<file path="config.mk">
export PLATFORM = sky130hd
export DESIGN_NAME = dino_pixel_renderer_flat
export DESIGN_NICKNAME = d
export VERILOG_FILES = /design/src/rtl/dino_gfx_pkg.sv /design/src/rtl/dino_pixel_renderer_if.sv /design/src/rtl/dino_sprite_rom.sv /design/src/rtl/dino_pixel_renderer.sv /design/src/flat_wrapper.sv
export SDC_FILE = /design/constraint.sdc
export NUM_CORES = 1
export LEC_CHECK = 0
export ABC_AREA = 1
export BUFFER_PORTS_ARGS = -buffer_cell sky130_fd_sc_hd__buf_2
export CELL_PAD_IN_SITES_DETAIL_PLACEMENT = 0
export CELL_PAD_IN_SITES_GLOBAL_PLACEMENT = 2
export CORE_MARGIN = 3
export CORE_UTILIZATION = 30
export CTS_CLUSTER_SIZE = 12
export DETAILED_ROUTE_END_ITERATION = 10
export GPL_TIMING_DRIVEN = 0
export MAX_ROUTING_LAYER = met4
export PLACE_DENSITY_LB_ADDON = 0.25
export SLEW_MARGIN = 20
export SYNTH_ARGS = -nofsm -noshare
export SYNTH_HDL_FRONTEND = slang
export SYNTH_HIERARCHICAL = 1
export SYNTH_SLANG_ARGS = --single-unit
</file>
<file path="constraint.sdc">
create_clock -name iCLK -period 2.35 [get_ports iCLK]
set_input_delay 0.47 -clock iCLK [delete_from_list [all_inputs] [get_ports iCLK]]
set_output_delay 0.47 -clock iCLK [all_outputs]
set_load 0.05 [all_outputs]
</file>
<file path="src/rtl/dino_gfx_pkg.sv">
// Shared graphics constants for the dino renderer: sprite geometry, colours, sprite art.
// Latency: n/a (constants and pure functions only).
// Backpressure: n/a.
package dino_gfx_pkg;

    localparam int DINO_W = 32;
    localparam int DINO_H = 32;
    localparam int OBS_W  = 16;
    localparam int OBS_H  = 32;

    typedef struct packed {
        logic [9:0] red;
        logic [9:0] green;
        logic [9:0] blue;
    } rgb_t;

    localparam rgb_t COL_BG     = '{red: 10'h3FF, green: 10'h3FF, blue: 10'h3FF};
    localparam rgb_t COL_GND    = '{red: 10'h200, green: 10'h200, blue: 10'h200};
    localparam rgb_t COL_DINO   = '{red: 10'h155, green: 10'h155, blue: 10'h155};
    localparam rgb_t COL_OVER_R = '{red: 10'h3FF, green: 10'h000, blue: 10'h000};
    localparam rgb_t COL_OBS_G  = '{red: 10'h000, green: 10'h2A0, blue: 10'h000};

    // Dino art, address {phase, dy[4:0], dx[4:0]}: body occupies columns 8..31;
    // in the bottom 8 rows only alternating 4-column leg stripes are drawn, and
    // which stripes are lit flips with the animation phase.
    function automatic logic dinoPixel(input logic [10:0] addr);
        logic       phase;
        logic [4:0] dy;
        logic [4:0] dx;
        phase = addr[10];
        dy    = addr[9:5];
        dx    = addr[4:0];
        return (dx >= 5'd8) && ((dy < 5'd24) || (dx[2] == phase));
    endfunction

    // Cactus art, address {dy[4:0], dx[3:0]}: trunk in columns 4..11 on every
    // row, plus full-width arms on rows 16..23.
    function automatic logic obsPixel(input logic [8:0] addr);
        logic [4:0] dy;
        logic [3:0] dx;
        dy = addr[8:4];
        dx = addr[3:0];
        return (dx[3:2] == 2'b01) || (dx[3:2] == 2'b10) || (dy[4:3] == 2'b10);
    endfunction

endpackage

</file>
<file path="src/rtl/dino_pixel_renderer_if.sv">
// Pixel bus between the VGA controller / game logic (master) and the renderer (slave).
// Latency: n/a (wires only).
// Backpressure: none; one pixel coordinate per clock, RGB returned two clocks later.
interface dino_pixel_renderer_if;
    logic [9:0] iCoord_X;     // active-area column 0..639
    logic [9:0] iCoord_Y;     // active-area row 0..479
    logic       iVGA_V_SYNC;  // active low
    logic [9:0] iDino_Y;      // dino top row from game logic
    logic [9:0] iObs_X;       // obstacle left column, >=640 is off-screen
    logic       iGame_Over;
    logic [9:0] oRed;
    logic [9:0] oGreen;
    logic [9:0] oBlue;

    modport master (
        output iCoord_X, iCoord_Y, iVGA_V_SYNC, iDino_Y, iObs_X, iGame_Over,
        input  oRed, oGreen, oBlue
    );

    modport slave (
        input  iCoord_X, iCoord_Y, iVGA_V_SYNC, iDino_Y, iObs_X, iGame_Over,
        output oRed, oGreen, oBlue
    );
endinterface

</file>
<file path="src/rtl/dino_sprite_rom.sv">
// Two independent 1-bit sprite ROMs: 2048x1 dino (two animation phases), 512x1 obstacle.
// Latency: 1 clock from address to data on both ports.
// Backpressure: none; a new address is accepted every clock.
// Ports: iCLK clock; dinoAddr/dinoDat dino port; obsAddr/obsDat obstacle port.
module dino_sprite_rom
    import dino_gfx_pkg::*;
(
    input  logic        iCLK,
    input  logic [10:0] dinoAddr,
    input  logic [8:0]  obsAddr,
    output logic        dinoDat,
    output logic        obsDat
);

    // Contents are constant functions of the address so the ROM folds into
    // lookup logic feeding a single output flop per port.
    always_ff @(posedge iCLK) begin
        dinoDat <= dinoPixel(dinoAddr);
        obsDat  <= obsPixel(obsAddr);
    end

endmodule

</file>
<file path="src/rtl/dino_pixel_renderer.sv">
// Per-pixel colour source for the VGA controller: dino, obstacle, scrolling ground, white sky.
// Latency: fixed 2 clocks from coordinate to RGB, one pixel per clock.
// Backpressure: none; never stalls. Game state is latched on the V-sync falling edge only.
// Ports: iCLK pixel clock; iRST sync active-high reset; bus = slave side of dino_pixel_renderer_if.
module dino_pixel_renderer
    import dino_gfx_pkg::*;
#(
    parameter int DINO_X       = 64,
    parameter int GROUND_Y     = 400,
    parameter int SCROLL_SPEED = 4,
    parameter int ANIM_FRAMES  = 8
)(
    input  logic                  iCLK,
    input  logic                  iRST,
    dino_pixel_renderer_if.slave  bus
);

    localparam int ACW     = (ANIM_FRAMES > 1) ? $clog2(ANIM_FRAMES) : 1;
    localparam int OBS_TOP = GROUND_Y - (OBS_H - 1);

    // Frame-rate state
    logic           vsD;
    logic           frameTick;
    logic [9:0]     dinoYS;
    logic [9:0]     obsXS;
    logic           overS;
    logic [9:0]     scroll;
    logic [ACW-1:0] animCnt;
    logic           animPhase;

    // Stage 1
    logic [10:0] x11;
    logic [10:0] y11;
    logic        dinoHitC;
    logic        obsHitC;
    logic        gndC;
    logic [4:0]  dinoDx;
    logic [4:0]  dinoDy;
    logic [3:0]  obsDx;
    logic [4:0]  obsDy;
    logic [3:0]  scrolledLo;
    logic        dinoHitQ;
    logic        obsHitQ;
    logic        gndQ;
    logic        overQ;
    logic        dinoDat;
    logic        obsDat;

    // Stage 2
    rgb_t pixColour;
    rgb_t rgbQ;

    assign frameTick = vsD & ~bus.iVGA_V_SYNC;

    always_ff @(posedge iCLK) begin
        if (iRST) begin
            vsD       <= 1'b1;
            dinoYS    <= '0;
            obsXS     <= '0;
            overS     <= 1'b0;
            scroll    <= '0;
            animCnt   <= '0;
            animPhase <= 1'b0;
        end else begin
            vsD <= bus.iVGA_V_SYNC;
            if (frameTick) begin
                dinoYS <= bus.iDino_Y;
                obsXS  <= bus.iObs_X;
                overS  <= bus.iGame_Over;
                // Freeze decisions use the game-over state of the frame just ended.
                if (!overS) begin
                    scroll <= scroll + 10'(SCROLL_SPEED);
                    if (animCnt == ACW'(ANIM_FRAMES - 1)) begin
                        animCnt   <= '0;
                        animPhase <= ~animPhase;
                    end else begin
                        animCnt <= animCnt + 1'b1;
                    end
                end
            end
        end
    end

    // Box tests in 11 bits so a box whose far edge passes 1023 cannot wrap
    // back onto low coordinates.
    assign x11 = {1'b0, bus.iCoord_X};
    assign y11 = {1'b0, bus.iCoord_Y};

    assign dinoHitC = (x11 >= 11'(DINO_X)) && (x11 <= 11'(DINO_X + DINO_W - 1)) &&
                      (y11 >= {1'b0, dinoYS}) && (y11 <= {1'b0, dinoYS} + 11'(DINO_H - 1));
    assign obsHitC  = (x11 >= {1'b0, obsXS}) && (x11 <= {1'b0, obsXS} + 11'(OBS_W - 1)) &&
                      (y11 >= 11'(OBS_TOP)) && (y11 <= 11'(GROUND_Y));

    // Offsets only matter modulo the sprite size, so the low bits suffice.
    assign dinoDx = bus.iCoord_X[4:0] - 5'(DINO_X);
    assign dinoDy = bus.iCoord_Y[4:0] - dinoYS[4:0];
    assign obsDx  = bus.iCoord_X[3:0] - obsXS[3:0];
    assign obsDy  = bus.iCoord_Y[4:0] - 5'(OBS_TOP);

    // Bit 3 of the 10-bit X+scroll sum depends only on the low nibbles.
    assign scrolledLo = bus.iCoord_X[3:0] + scroll[3:0];
    assign gndC = (bus.iCoord_Y == 10'(GROUND_Y)) ||
                  ((bus.iCoord_Y >= 10'(GROUND_Y + 2)) && (bus.iCoord_Y <= 10'(GROUND_Y + 3)) &&
                   scrolledLo[3]);

    // The ROM's output register is the stage-1 register for the sprite bits.
    dino_sprite_rom u_rom (
        .iCLK     (iCLK),
        .dinoAddr ({animPhase, dinoDy, dinoDx}),
        .obsAddr  ({obsDy, obsDx}),
        .dinoDat  (dinoDat),
        .obsDat   (obsDat)
    );

    always_ff @(posedge iCLK) begin
        if (iRST) begin
            dinoHitQ <= 1'b0;
            obsHitQ  <= 1'b0;
            gndQ     <= 1'b0;
            overQ    <= 1'b0;
        end else begin
            dinoHitQ <= dinoHitC;
            obsHitQ  <= obsHitC;
            gndQ     <= gndC;
            overQ    <= overS;  // travels with the pixel so a mid-pipe frame tick cannot recolour it
        end
    end

    // Zero sprite bits are transparent and fall through to lower layers.
    always_comb begin
        pixColour = COL_BG;
        if (dinoHitQ && dinoDat) begin
            pixColour = overQ ? COL_OVER_R : COL_DINO;
        end else if (obsHitQ && obsDat) begin
            pixColour = COL_OBS_G;
        end else if (gndQ) begin
            pixColour = COL_GND;
        end
    end

    always_ff @(posedge iCLK) begin
        if (iRST) begin
            rgbQ <= '0;
        end else begin
            rgbQ <= pixColour;
        end
    end

    assign bus.oRed   = rgbQ.red;
    assign bus.oGreen = rgbQ.green;
    assign bus.oBlue  = rgbQ.blue;

endmodule
</file>
<file path="src/flat_wrapper.sv">
// flat-port wrapper written by rule: the top's interface ports become plain ports
module dino_pixel_renderer_flat import dino_gfx_pkg::*;
#(
    parameter int DINO_X       = 64,
    parameter int GROUND_Y     = 400,
    parameter int SCROLL_SPEED = 4,
    parameter int ANIM_FRAMES  = 8
)
  (iCLK, iRST, bus_iCoord_X, bus_iCoord_Y, bus_iVGA_V_SYNC, bus_iDino_Y, bus_iObs_X, bus_iGame_Over, bus_oRed, bus_oGreen, bus_oBlue);
  dino_pixel_renderer_if bus_i ();
  input  logic iCLK;
  input  logic iRST;
  input wire logic [$bits(bus_i.iCoord_X)-1:0] bus_iCoord_X;
  input wire logic [$bits(bus_i.iCoord_Y)-1:0] bus_iCoord_Y;
  input wire logic [$bits(bus_i.iVGA_V_SYNC)-1:0] bus_iVGA_V_SYNC;
  input wire logic [$bits(bus_i.iDino_Y)-1:0] bus_iDino_Y;
  input wire logic [$bits(bus_i.iObs_X)-1:0] bus_iObs_X;
  input wire logic [$bits(bus_i.iGame_Over)-1:0] bus_iGame_Over;
  output wire logic [$bits(bus_i.oRed)-1:0] bus_oRed;
  output wire logic [$bits(bus_i.oGreen)-1:0] bus_oGreen;
  output wire logic [$bits(bus_i.oBlue)-1:0] bus_oBlue;
  assign bus_i.iCoord_X = bus_iCoord_X;
  assign bus_i.iCoord_Y = bus_iCoord_Y;
  assign bus_i.iVGA_V_SYNC = bus_iVGA_V_SYNC;
  assign bus_i.iDino_Y = bus_iDino_Y;
  assign bus_i.iObs_X = bus_iObs_X;
  assign bus_i.iGame_Over = bus_iGame_Over;
  assign bus_oRed = bus_i.oRed;
  assign bus_oGreen = bus_i.oGreen;
  assign bus_oBlue = bus_i.oBlue;
  dino_pixel_renderer #(.DINO_X(DINO_X), .GROUND_Y(GROUND_Y), .SCROLL_SPEED(SCROLL_SPEED), .ANIM_FRAMES(ANIM_FRAMES)) u_core (.iCLK(iCLK), .iRST(iRST), .bus(bus_i));
endmodule
</file>
==> results of run 1 <==
==> layout by cell type (no fill, tap or decap) <==
| cell | instances |
|---|---|
| or2_2 | 1 |
| a21o_2 | 1 |
| nand3b_1 | 4 |
| nand3_1 | 14 |
| nor4_1 | 1 |
| nand4_1 | 10 |
| buf_4 | 23 |
| nand3b_4 | 1 |
| nor3_1 | 5 |
| fa_1 | 2 |
| o21a_1 | 2 |
| clkbuf_8 | 6 |
| clkinv_2 | 1 |
| o211a_1 | 1 |
| o21ai_0 | 37 |
| nor2_1 | 35 |
| o22ai_1 | 1 |
| xor2_1 | 15 |
| xnor2_1 | 6 |
| ha_4 | 1 |
| a21oi_1 | 43 |
| dfxtp_1 | 40 |
| nor2_4 | 1 |
| nor2_2 | 4 |
| nand2_1 | 68 |
| inv_1 | 52 |
| dfxtp_2 | 2 |
| inv_2 | 4 |
| ha_1 | 46 |
| a211oi_1 | 1 |
| clkbuf_1 | 6 |
| or2_1 | 1 |
| clkbuf_2 | 1 |
| nand2_2 | 5 |
| buf_2 | 73 |
| a21oi_2 | 1 |
| clkinvlp_4 | 1 |
| nand3_2 | 3 |
==> timing repair <==
item / in CTS / in global routing
hold buffers: 0 / 0
endpoints found under the hold margin: 0 / 0
buffers inserted: 0 / 1
gates resized for setup: 0 / 8
setup endpoints to repair: 0 / 1
==> report_power, final <==
| part | total [uW] | internal (uW) | switching (uW) |
|---|---|---|---|
| sequential | 807 | 767 | 40.8 |
| combinational | 766 | 282 | 483 |
| clock | 498 | 237 | 261 |
==> worst max-delay path: stages (launching register included) <==
cell	delay (ps)
dfxtp_1	360
inv_2	80
ha_4	170
nand2_1	80
nor2_2	50
nand2_1	90
nand4_1	100
xor2_1	160
ha_1	290
nand2_1	80
nor3_1	190
nand2_1	70
nand3_1	60
nand2_1	50
nand2_1	50
nand2_1	70
nand2_1	60
nor2_1	30
==> layout make-up <==
cell class                      instances  area, sq um
Multi-Input combinational cell        310         1990
Clock inverter                          2         12.5
Inverter                               56          210
Buffer                                 29          193
Clock buffer                            6         82.6
Sequential cell                        42          843
Timing Repair Buffer                   74          373
Fill cell                            1138         6490
Tap cell                              136          170
==> layer usage <==
layer	GRT usage, %	vias up
met5	-	-
met4	2.32	0
met3	2.29	4
met2	22.4	76
met1	20.8	1265
li1	-	1573
==> registers in the layout, summed over array words and instances, names as in the netlist, 2 cells and up <==
name,cells
u_core/scroll,2
u_core/animCnt,3
u_core/bus.oGreen,4
u_core/bus.oRed,3
u_core/obsXS,10
u_core/dinoYS,10
==> per-stage QoR <==
stage               instances  total power [uW]  hold WS, ps
floorplan                 437              1370          400
global placement          646              1580          431
detailed placement        646              1580          432
CTS                       654              2090          367
global route              655              2240          394
finish                    655              2070          379
==> path summary, 6_finish.rpt <==
kind | start | endpoint | slack, ps | cells past startpoint
worst min-delay path | bus_iVGA_V_SYNC | u_core/vsD | 380 | 3
worst min register to register | u_core/gndQ | u_core/bus.oGreen[7] | 450 | 1
worst max-delay path | u_core/dinoYS[0] | u_core/dinoHitQ | 190 | 17
worst max register to register | u_core/dinoYS[0] | u_core/dinoHitQ | 190 | 17
==> flow_summary.toml, run 1 <==
[setup_path]
start_kind = "flop"
critPathArrivalTime_ps = 2350
required_ps = 2540
worst-setup-path-type = "reg2reg"
crit_fanout = 4
worst_setup_path_end_kind = "flop"

[synthesis]
syn_nets = 530
synth_area_sq_um = 3220
syn_area_per_cell_sq_um = 7.36
synth_cells = 437
yosysWarnings = 6

[layout]
drive_above_1_share_pct = 24.9
nets = 611
utilization_pct = 37.4
antenna_cells = 0
fin_area_sq_um = 3880
syn2layout_area_growth_pct = 20.5

[timing]
hold_viol_final = 0
finalSetupViolCount = 0
finalSetupTns_ps = 0
rsz0062_at_grt = "false"
worst_slack_ps = 191
fin_skew_ps = 3.28
fin_crit_sh_pct = 91.9
worstMarginPinSlew_ps = 586
fmax_ghz = 0.463
relSlewSlack_pct = 60.9
layout_min_cycle_time_ps = 2160
maxSlewViolCount = 0

[cts]
h-tree-depth = 2
clockRootBuffer = "clkbuf_8"
cts_made_buffers = 5
clock_path_buffers = 2
cts.sinks = 42
cts_tree = "built"
clk_latency_ps = 290
path_clk_slew_ps = 80

[floorplan]
core-area_sq_um = 10400
boundaryPins = 74
start_util_pct = 31.0
die_w_microns = 110
die_h_microns = 110
rows = 37
die-area_sq_um = 12000

[place]
dpl_cell_area_sq_um = 3750
io_buffers = 73
gp_congestion = 0.805
place_worst_setup_slack_ps = 99.9
dp_hpwl_mm = 7.06

[detailed_routing]
drc = 0
drt_iter0_drc = 92
met2_wirelength_mm = 3.63
routed_wl_mm = 8.49
final_antenna_net_count = 0
wl_per_cell_microns = 13.0
top_layer = "met4"
dr.pass1.iters = 4
dr_wl_met3_microns = 444
vias_per_cell = 4.45
num_vias = 2918
met1Wirelength_mm = 4.36

[power_and_ir_drop]
p_per_area_nw_per_um2 = 534
ir_worst_vdd_uv = 224
p_leak_uw = 0.00190

[grt]
antenna_found_initial = 0
grt_max_degree = 14
grt_pass1_vias = 2756
overflow = 0
track_usage_pct = 14.7
grt_pass1_wl_mm = 13.4

[hold_path]
hold_path.class = "in2reg"

[job]
max_cap_violations = 0

[run_status]
status = "finished, final reports clean"
Power figures use the tool's default switching activity.
==> inputs of run 2 (changes only) <==
Settings changed: MAX_ROUTING_LAYER met4 to not set.
==> flow_summary.toml, run 2 (synthesis gave the netlist of run 1 again) <==
[detailed_routing]
drt_iter0_drc = 84
drc = 0
wl_per_cell_microns = 13.0
routed_wl_mm = 8.49
vias_per_cell = 4.46
num_vias = 2922
dr.pass1.iters = 4
final_antenna_net_count = 0

[setup_path]
worst-setup-path-type = "reg2reg"
required_ps = 2540
worst_setup_path_end_kind = "flop"
rr_worst_depth = 17
start_kind = "flop"
crit_fanout = 4
regToRegStartpoint = "u_core/dinoYS[0]"
critPathArrivalTime_ps = 2350
regToRegSetupSlack_ps = 190
r2r_end = "u_core/dinoHitQ"

[power_and_ir_drop]
p_total_uw = 2070
ir_worst_vdd_uv = 224
p_leak_uw = 0.00190
p_per_area_nw_per_um2 = 534

[timing]
relSlewSlack_pct = 61.8
rsz0062_at_grt = "false"
finalSetupViolCount = 0
maxSlewViolCount = 0
finalSetupTns_ps = 0
layout_min_cycle_time_ps = 2160
worst_slack_ps = 194
fmax_ghz = 0.464
hold_viol_final = 0
worstMarginPinSlew_ps = 573
fin_crit_sh_pct = 91.8
fin_skew_ps = 4.17

[layout]
layout_commonest_cell = "buf_2"
fin_area_sq_um = 3880
nets = 611
antenna_cells = 0
instances_no_fill = 655
syn2layout_area_growth_pct = 20.5
layout_common_cells = "buf_2 (73), nand2_1 (68), inv_1 (52), ha_1 (46), a21oi_1 (43)"
drive_above_1_share_pct = 24.9

[grt]
grt_pass1_wl_mm = 13.3
grt_max_degree = 14
track_usage_pct = 14.2
antenna_found_initial = 0
overflow = 0
grt_pass1_vias = 2754

[hold_path]
hold_path.class = "in2reg"
worstHoldStart = "bus_iVGA_V_SYNC"
holdPathStages = 3
whs_endpoint = "u_core/vsD"

[floorplan]
boundaryPins = 74
die-area_sq_um = 12000
rows = 37
start_util_pct = 31.0
die_w_microns = 110
core-area_sq_um = 10400
die_h_microns = 110

[cts]
clk_latency_ps = 290
cts_made_buffers = 5
cts_tree = "built"
h-tree-depth = 2
cts.sinks = 42
clock_path_buffers = 2
ctsHoldBuffers = 0
path_clk_slew_ps = 90
clockRootBuffer = "clkbuf_8"

[place]
gp_congestion = 0.794
dpl_cell_area_sq_um = 3750
io_buffers = 73
dp_hpwl_mm = 7.06
place_worst_setup_slack_ps = 99.9
dp.cells = 646

[job]
max_cap_violations = 0

[run_status]
status = "finished, final reports clean"
run 2: metal layers:
metal	vias up	track usage (%)	share of wire, %
li1	1574	-	-
met1	1262	20.8	51
met2	80	22.4	43
met3	6	2.29	5.3
met4	0	2.32	0.70
met5	-	0	0
run 2: how the worst max path moves through the flow:
| stage | startpoint | slack [ps] | to |
|---|---|---|---|
| 2_1_floorplan | u_core/dinoYS[1] | 400 | u_core/dinoHitQ |
| 3_3_place_gp | u_core/dinoYS[0] | 90 | u_core/dinoHitQ |
| 3_5_place_dp | u_core/dinoYS[1] | 100 | u_core/dinoHitQ |
| 4_1_cts | u_core/dinoYS[1] | 70 | u_core/dinoHitQ |
| 5_1_grt | u_core/dinoYS[0] | 0.7 | u_core/dinoHitQ |
| 6_report | u_core/dinoYS[0] | 190 | u_core/dinoHitQ |
run 2: final cells by class:
| class | instances | area [sq um] |
|---|---|---|
| buffer | 29 | 193 |
| clock buffer | 6 | 82.6 |
| clock inverter | 2 | 12.5 |
| fill | 1138 | 6490 |
| inverter | 56 | 210 |
| multi-input combinational | 310 | 1990 |
| sequential | 42 | 843 |
| tap | 136 | 170 |
| timing repair buffer | 74 | 373 |
run 2: worst max-delay path, cell delays in order (launching register included):
cell and delay, ps:
dfxtp_1 360, inv_2 80, ha_4 170, nand2_1 80, nor2_2 50, nand2_1 90
nand4_1 100, xor2_1 160, ha_1 290, nand2_1 80, nor3_1 190, nand2_1 70
nand3_1 60, nand2_1 50, nand2_1 50, nand2_1 70, nand2_1 60, nor2_1 30
run 2: report_power, final:
part	total [uW]	internal, uW	switching, uW	leakage [uW]
clock network	499	237	263	0.0000472
logic	765	282	482	0.00151
registers	807	767	40.8	0.000349
run 2: through the flow:
step / utilization (%) / hold slack [ps]
3_3_place_gp: 36.2 / 431
5_1_grt: 37.4 / 394
3_5_place_dp: 36.2 / 432
4_1_cts: 37.1 / 367
6_report: 37.4 / 380
2_1_floorplan: - / 400
run 2: timing repair:
action / 4_1_cts / 5_1_grt
buffers inserted: 0 / 1
endpoints found under the setup margin: 0 / 1
resized for setup: 0 / 8
